===== src/rtl/wakeup_broadcast_arbiter_pkg.sv =====
// Shared wakeup-path definitions: default sizing and the round-robin first-set-bit search.
// The issue queue imports the same package for its own select logic.
package wakeup_broadcast_arbiter_pkg;

   localparam int WB_NUM_PHYS_REGS = 64;
   localparam int WB_LOG_PHYS      = $clog2(WB_NUM_PHYS_REGS);
   localparam int WB_NUM_SOURCES   = 4;
   localparam int WB_FIFO_DEPTH    = 2;

   localparam int RR_MAX   = 16;
   localparam int RR_IDX_W = 4;
   localparam int RR_CNT_W = RR_IDX_W + 1;

   typedef struct packed {
      logic                found;
      logic [RR_IDX_W-1:0] idx;
   } rr_pick_t;

   // First set bit of req[n-1:0], scanning ptr, ptr+1, ... modulo n.
   function automatic rr_pick_t rr_first_set(input logic [RR_MAX-1:0]   req,
                                             input logic [RR_IDX_W-1:0] ptr,
                                             input logic [RR_CNT_W-1:0] n);
      rr_pick_t            pick;
      logic [RR_CNT_W-1:0] sum;
      logic [RR_CNT_W-1:0] cand;
      pick.found = 1'b0;
      pick.idx   = {RR_IDX_W{1'b0}};
      for (int k = 0; k < RR_MAX; k++) begin
         sum  = {1'b0, ptr} + RR_CNT_W'(k);
         cand = (sum >= n) ? (sum - n) : sum;
         if (!pick.found && (RR_CNT_W'(k) < n) && req[cand[RR_IDX_W-1:0]]) begin
            pick.found = 1'b1;
            pick.idx   = cand[RR_IDX_W-1:0];
         end else begin
            pick = pick;
         end
      end
      return pick;
   endfunction

endpackage


===== src/rtl/wakeup_src_fifo.sv =====
// Per-source event FIFO: power-of-two depth, wrapping pointers, head visible combinationally.
// Callers gate push with ~full and pop with ~empty.
module wakeup_src_fifo #(
   parameter int DEPTH = 2,
   parameter int WIDTH = 6
) (
   input  logic             CLK,
   input  logic             RESET,
   input  logic             push,
   input  logic             pop,
   input  logic [WIDTH-1:0] push_data,
   output logic             full,
   output logic             empty,
   output logic [WIDTH-1:0] head
);

   localparam int AW = $clog2(DEPTH);
   localparam int CW = AW + 1;

   logic [WIDTH-1:0] mem_r [DEPTH];
   logic [AW-1:0]    wr_ptr_r;
   logic [AW-1:0]    rd_ptr_r;
   logic [CW-1:0]    count_r;

   // Pointers, count and storage; reset drops all buffered entries.
   always_ff @(posedge CLK or negedge RESET) begin
      if (!RESET) begin
         wr_ptr_r <= {AW{1'b0}};
         rd_ptr_r <= {AW{1'b0}};
         count_r  <= {CW{1'b0}};
         for (int i = 0; i < DEPTH; i++) begin
            mem_r[i] <= {WIDTH{1'b0}};
         end
      end else begin
         if (push) begin
            mem_r[wr_ptr_r] <= push_data;
            wr_ptr_r        <= wr_ptr_r + AW'(1'b1);
         end
         if (pop) begin
            rd_ptr_r <= rd_ptr_r + AW'(1'b1);
         end
         case ({push, pop})
            2'b10:   count_r <= count_r + CW'(1'b1);
            2'b01:   count_r <= count_r - CW'(1'b1);
            default: count_r <= count_r;
         endcase
      end
   end

   assign full  = (count_r == CW'(DEPTH));
   assign empty = (count_r == {CW{1'b0}});
   assign head  = mem_r[rd_ptr_r];

endmodule


===== src/rtl/wakeup_broadcast_arbiter.sv =====
// Merges writeback ready-register events from several producers into the issue queue's
// single wakeup port, one round-robin winner per non-held cycle.
module wakeup_broadcast_arbiter
   import wakeup_broadcast_arbiter_pkg::*;
#(
   parameter  int NUM_PHYS_REGS = WB_NUM_PHYS_REGS,
   parameter  int NUM_SOURCES   = WB_NUM_SOURCES,
   parameter  int FIFO_DEPTH    = WB_FIFO_DEPTH,
   localparam int LOG_PHYS      = $clog2(NUM_PHYS_REGS),
   localparam int OCC_W         = $clog2(NUM_SOURCES*FIFO_DEPTH+1)
) (
   input  logic                            CLK,
   input  logic                            RESET,
   input  logic [NUM_SOURCES-1:0]          WbValid_IN,
   input  logic [NUM_SOURCES*LOG_PHYS-1:0] WbReg_IN,
   output logic [NUM_SOURCES-1:0]          WbAccept_OUT,
   input  logic                            Hold_IN,
   output logic                            ReadyUpdate_OUT,
   output logic [LOG_PHYS-1:0]             ReadyRegister_OUT,
   output logic [OCC_W-1:0]                Occupancy_OUT
);

   localparam int PTR_W = $clog2(NUM_SOURCES);

   logic [NUM_SOURCES-1:0] push_s;
   logic [NUM_SOURCES-1:0] pop_s;
   logic [NUM_SOURCES-1:0] full_s;
   logic [NUM_SOURCES-1:0] empty_s;
   logic [LOG_PHYS-1:0]    head_s [NUM_SOURCES];
   rr_pick_t               pick_s;
   logic                   grant_s;
   logic [PTR_W-1:0]       grant_idx_s;
   logic [PTR_W-1:0]       rr_next_s;
   logic [OCC_W-1:0]       push_cnt_s;
   logic [OCC_W-1:0]       occ_next_s;

   logic [PTR_W-1:0]       rr_ptr_r;
   logic                   ready_update_r;
   logic [LOG_PHYS-1:0]    ready_register_r;
   logic [OCC_W-1:0]       occupancy_r;

   assign WbAccept_OUT = ~full_s;
   assign push_s       = WbValid_IN & ~full_s;

   for (genvar s = 0; s < NUM_SOURCES; s++) begin : g_src
      wakeup_src_fifo #(
         .DEPTH (FIFO_DEPTH),
         .WIDTH (LOG_PHYS)
      ) u_fifo (
         .CLK       (CLK),
         .RESET     (RESET),
         .push      (push_s[s]),
         .pop       (pop_s[s]),
         .push_data (WbReg_IN[s*LOG_PHYS +: LOG_PHYS]),
         .full      (full_s[s]),
         .empty     (empty_s[s]),
         .head      (head_s[s])
      );
   end

   // Grant from registered non-empty state only, so a same-cycle push never wins.
   always_comb begin
      pick_s      = rr_first_set(RR_MAX'(~empty_s), RR_IDX_W'(rr_ptr_r), RR_CNT_W'(NUM_SOURCES));
      grant_s     = pick_s.found & ~Hold_IN;
      grant_idx_s = PTR_W'(pick_s.idx);
      pop_s       = {NUM_SOURCES{1'b0}};
      if (grant_s) begin
         pop_s[grant_idx_s] = 1'b1;
      end else begin
         pop_s = {NUM_SOURCES{1'b0}};
      end
      rr_next_s = (grant_idx_s == PTR_W'(NUM_SOURCES-1)) ? {PTR_W{1'b0}}
                                                         : grant_idx_s + PTR_W'(1'b1);
      push_cnt_s = {OCC_W{1'b0}};
      for (int s = 0; s < NUM_SOURCES; s++) begin
         push_cnt_s = push_cnt_s + OCC_W'(push_s[s]);
      end
      occ_next_s = occupancy_r + push_cnt_s - OCC_W'(grant_s);
   end

   // Broadcast registers, round-robin pointer and occupancy.
   always_ff @(posedge CLK or negedge RESET) begin
      if (!RESET) begin
         rr_ptr_r         <= {PTR_W{1'b0}};
         ready_update_r   <= 1'b0;
         ready_register_r <= {LOG_PHYS{1'b0}};
         occupancy_r      <= {OCC_W{1'b0}};
      end else begin
         occupancy_r <= occ_next_s;
         if (grant_s) begin
            ready_update_r   <= 1'b1;
            ready_register_r <= head_s[grant_idx_s];
            rr_ptr_r         <= rr_next_s;
         end else begin
            ready_update_r   <= 1'b0;
         end
      end
   end

   assign ReadyUpdate_OUT   = ready_update_r;
   assign ReadyRegister_OUT = ready_register_r;
   assign Occupancy_OUT     = occupancy_r;

endmodule

===== config.mk =====
export PLATFORM = sky130hd
export DESIGN_NAME = wakeup_broadcast_arbiter
export DESIGN_NICKNAME = d
export VERILOG_FILES = /design/src/rtl/wakeup_broadcast_arbiter_pkg.sv /design/src/rtl/wakeup_src_fifo.sv /design/src/rtl/wakeup_broadcast_arbiter.sv
export SDC_FILE = /design/constraint.sdc
export NUM_CORES = 1
export LEC_CHECK = 0
export ABC_AREA = 1
export BUFFER_PORTS_ARGS = -buffer_cell sky130_fd_sc_hd__buf_2
export CAP_MARGIN = 20
export CORE_MARGIN = 10
export CORE_UTILIZATION = 56
export CTS_BUF_LIST = sky130_fd_sc_hd__clkbuf_8
export CTS_CLUSTER_DIAMETER = 50
export DETAILED_ROUTE_END_ITERATION = 6
export GPL_ROUTABILITY_DRIVEN = 0
export MAX_ROUTING_LAYER = met4
export PLACE_DENSITY_LB_ADDON = 0.3
export SYNTH_ARGS = -nofsm -noshare
export SYNTH_HDL_FRONTEND = slang
export SYNTH_SLANG_ARGS = --single-unit

===== constraint.sdc =====
create_clock -name CLK -period 4.6 [get_ports CLK]
set_input_delay 0.69 -clock CLK [delete_from_list [all_inputs] [get_ports CLK]]
set_output_delay 0.69 -clock CLK [all_outputs]
set_load 0.005 [all_outputs]

==> summary.md <==
| Metric | Value |
|---|---|
| Outcome | `finished clean` |
| Max VDD drop | `about 0.00038 V` |
| Post-cts gate resize count | `0` |
| # nets final | `between 500 and 600` |
| Dpl hpwl | `about 6000 µm` |
| Vias in the first global route | `just over 3k` |
| CTS clk-pin slew, worst paths | `roughly 0.08 ns` |
| Total core area | `6910 µm²` |
| Initial drt markers | `~220` |
| Relative slew slack | `0.363` |
| Clock root cell | `clkbuf_8` |
| Unrepaired setup endpoints after global routing | `no` |
| Yosys reg bits | `77` |
| CP max FO | `13` |
| Pre-Repair DR Iteration Count | `4` |
| Part of the cycle the worst path needs | `0.768` |
| Hold buffer count at cts | `0` |
| CP Capture Type | `flop` |
| R2R Setup Slk | `approximately 1.1 ns` |
| Num rows | `30` |
| Asr flop ratio synth | `1.00` |
| Syn Std Cell Area | `between 4000 and 5000 µm²` |
| Pleak | `~2.4 nW` |
| Mapped Avg Cell Area | `around 9 µm²` |
| Share of layout cells above drive strength 1 | `0.177` |
| Tightest Hold Check Type | `input pin to async pin` |
| CP Class | `flop to flop` |
| Post-route ant nets | `0` |
| Vias/cell | `just over 5` |
| Initial Utilization | `0.585` |
| PortBufs | `45` |
| Pwr Density | `approximately 860 nW/µm²` |
| Final hold vios | `0` |
| Clk_lat worst skew | `between 0.3 and 0.4 ns` |
| Vias after detailed routing | `between 3k and 4k` |
| Post-layout min period | `3.53 ns` |
| Global-route wire length before repair | `around 14,000 µm` |
| Top cells by area, synth | `dfrtp_1 48%, nand2_1 11%, o21ai_0 6.8%` |
| Most instantiated cells after synthesis | `122 x nand2_1, 77 x dfrtp_1, 55 x o21ai_0, 54 x inv_1, 35 x nand3_1` |
| Fmax | `around 280 MHz` |
| CTS tree | `done` |
| Slew @ Worst Pin | `0.956 ns` |
| Most frequent cell after synthesis | `nand2_1` |
| Synth cell types | `28` |
| Post-CTS setup buffers | `0` |
| Seq/Total Area, Yosys | `0.477` |
| Die area | `between 10,000 and 15,000 µm²` |
| Top cell type's share of synthesized area | `0.477` |
| Total of warnings raised by yosys | `0` |
| Gr ovfl total | `0` |
| Clock skew | `around 0.010 ns` |
| Die Span Y | `between 100 and 150 µm` |
| Die width | `105 µm` |
| Syn nets | `roughly 510` |
| CTS Buf Count | `9` |
| Area grow syn2layout | `11.1%` |
| Mean routed wirelength per cell | `13.7 µm` |
| Cell count after synthesis | `between 400 and 500` |
| Worst EP required | `4.84 ns` |
| Routed WL | `roughly 8000 µm` |
| Pin count of the biggest net entering global routing | `78` |
| IO Count | `46` |
| Number of remaining DRC errors | `0` |
| All-layer global routing usage | `0.160` |
| Final setup vio count | `0` |
| Clk sinks | `between 70 and 80` |
| Final Max Tran Viols | `0` |
| EDFF count, synth | `0` |
| Synth Flop Type | `dfrtp_1` |
| Synth area leader | `dfrtp_1` |
| Antenna violations before repair | `0` |
| Final core utilization | `0.650` |
| Setup TNS Final | `0 ns` |
| Max cap viols | `0` |
| Maximum root-to-sink buffer count | `2` |
| H-tree depth | `3` |
| Arrival time worst endpoint | `around 3.8 ns` |
| CP startpoint kind | `flop` |
| N_diodes | `0` |
==> layout by cell type, fill, tap and decap left out <==
cell,instances
or2_4,1
o21ai_0,55
bufinv_16,1
xor2_1,3
clkinv_2,2
nand3_2,2
nand3_1,35
xnor2_1,11
nand4_1,1
mux2i_1,24
clkinvlp_4,1
nor2_1,6
nor2_2,4
ha_1,18
clkbuf_8,10
xor2_2,2
fa_1,2
nand2_4,1
a21oi_1,5
buf_2,44
buf_4,1
nand2_1,122
inv_2,3
dfrtp_1,77
or2_2,4
nand2_2,9
inv_4,1
nor2_4,3
inv_1,56
==> path summary, 6_finish.rpt <==
kind                                           from                  endpoint  cells past startpoint
min reg2reg                g_src[1].u_fifo.mem_r[3]  g_src[1].u_fifo.mem_r[3]                      2
min                                           RESET  g_src[3].u_fifo.mem_r[7]                      1
max reg2reg                             rr_ptr_r[0]          Occupancy_OUT[2]                     17
max                                     rr_ptr_r[0]          Occupancy_OUT[2]                     17
max in group asynchronous                     RESET  g_src[1].u_fifo.mem_r[7]                      1
min in group CLK           g_src[1].u_fifo.mem_r[3]  g_src[1].u_fifo.mem_r[3]                      2
==> kinds of logic (layout without fill, tap and decap cells) <==
logic type      Yosys count  after routing  synth area share
compound gates           60             60            0.0743
xor+xnor                 16             16            0.0384
fa+ha+maj                20             20            0.0656
buf+inv                  75            119            0.0771
flops                    77             77             0.477
mux                      24             24            0.0594
simple gates            188            188             0.208
==> routing by layer <==
layer,part of all wire,vias to the layer above,track usage
met1,0.48,1439,0.213
met2,0.46,55,0.235
met5,0,-,-
li1,-,1533,-
met3,0.042,13,0.0412
met4,0.017,0,0.0490
==> final cells by class <==
type / count / area, µm²
Fill cell: 608 / 2420
Sequential cell: 77 / 1930
Multi-Input combinational cell: 308 / 1800
Timing Repair Buffer: 45 / 228
Inverter: 58 / 220
Clock buffer: 10 / 138
Tap cell: 96 / 120
Clock inverter: 6 / 55.1
==> power breakdown <==
group	leakage (nW)	total [mW]	switching (mW)	internal (mW)
Sequential	0.943	1.31	0.282	1.03
Combinational	1.38	2.06	1.22	0.837
Clock	0.105	0.505	0.245	0.260
==> flip-flops by register name, indices dropped and copies added, names as in the netlist <==
name and count:
g_src.u_fifo.count_r 8, ReadyUpdate_OUT 1, g_src.u_fifo.wr_ptr_r 4, Occupancy_OUT 4, rr_ptr_r 2, ReadyRegister_OUT 6
g_src.u_fifo.mem_r 48, g_src.u_fifo.rd_ptr_r 4
==> per-stage QoR <==
step | hold slack, ns | power, mW | worst slack [ns] | std cells | cell area [µm²]
after global routing | 0.508 | 4.28 | 0.824 | 600 | 4490
after global placement | 0.465 | 3.28 | 1.16 | 584 | 4300
final | 0.476 | 3.87 | 1.07 | 600 | 4490
after floorplan | 0.394 | 2.92 | 1.46 | 460 | 4040
after CTS | 0.490 | 3.90 | 1.08 | 600 | 4490
after detailed placement | 0.472 | 3.37 | 1.12 | 584 | 4300
==> worst max-delay path, cell delays in order (launching register included) <==
cell	delay, ns
dfrtp_1	0.54
inv_4	0.09
ha_1	0.35
inv_1	0.13
nand3_1	0.11
inv_1	0.07
nor2_1	0.05
nand3_2	0.08
inv_1	0.04
or2_4	0.30
inv_2	0.18
ha_1	0.27
fa_1	0.46
inv_1	0.07
ha_1	0.13
inv_1	0.06
fa_1	0.37
xnor2_1	0.13
No activity file was read; power rests on OpenSTA's default activity.
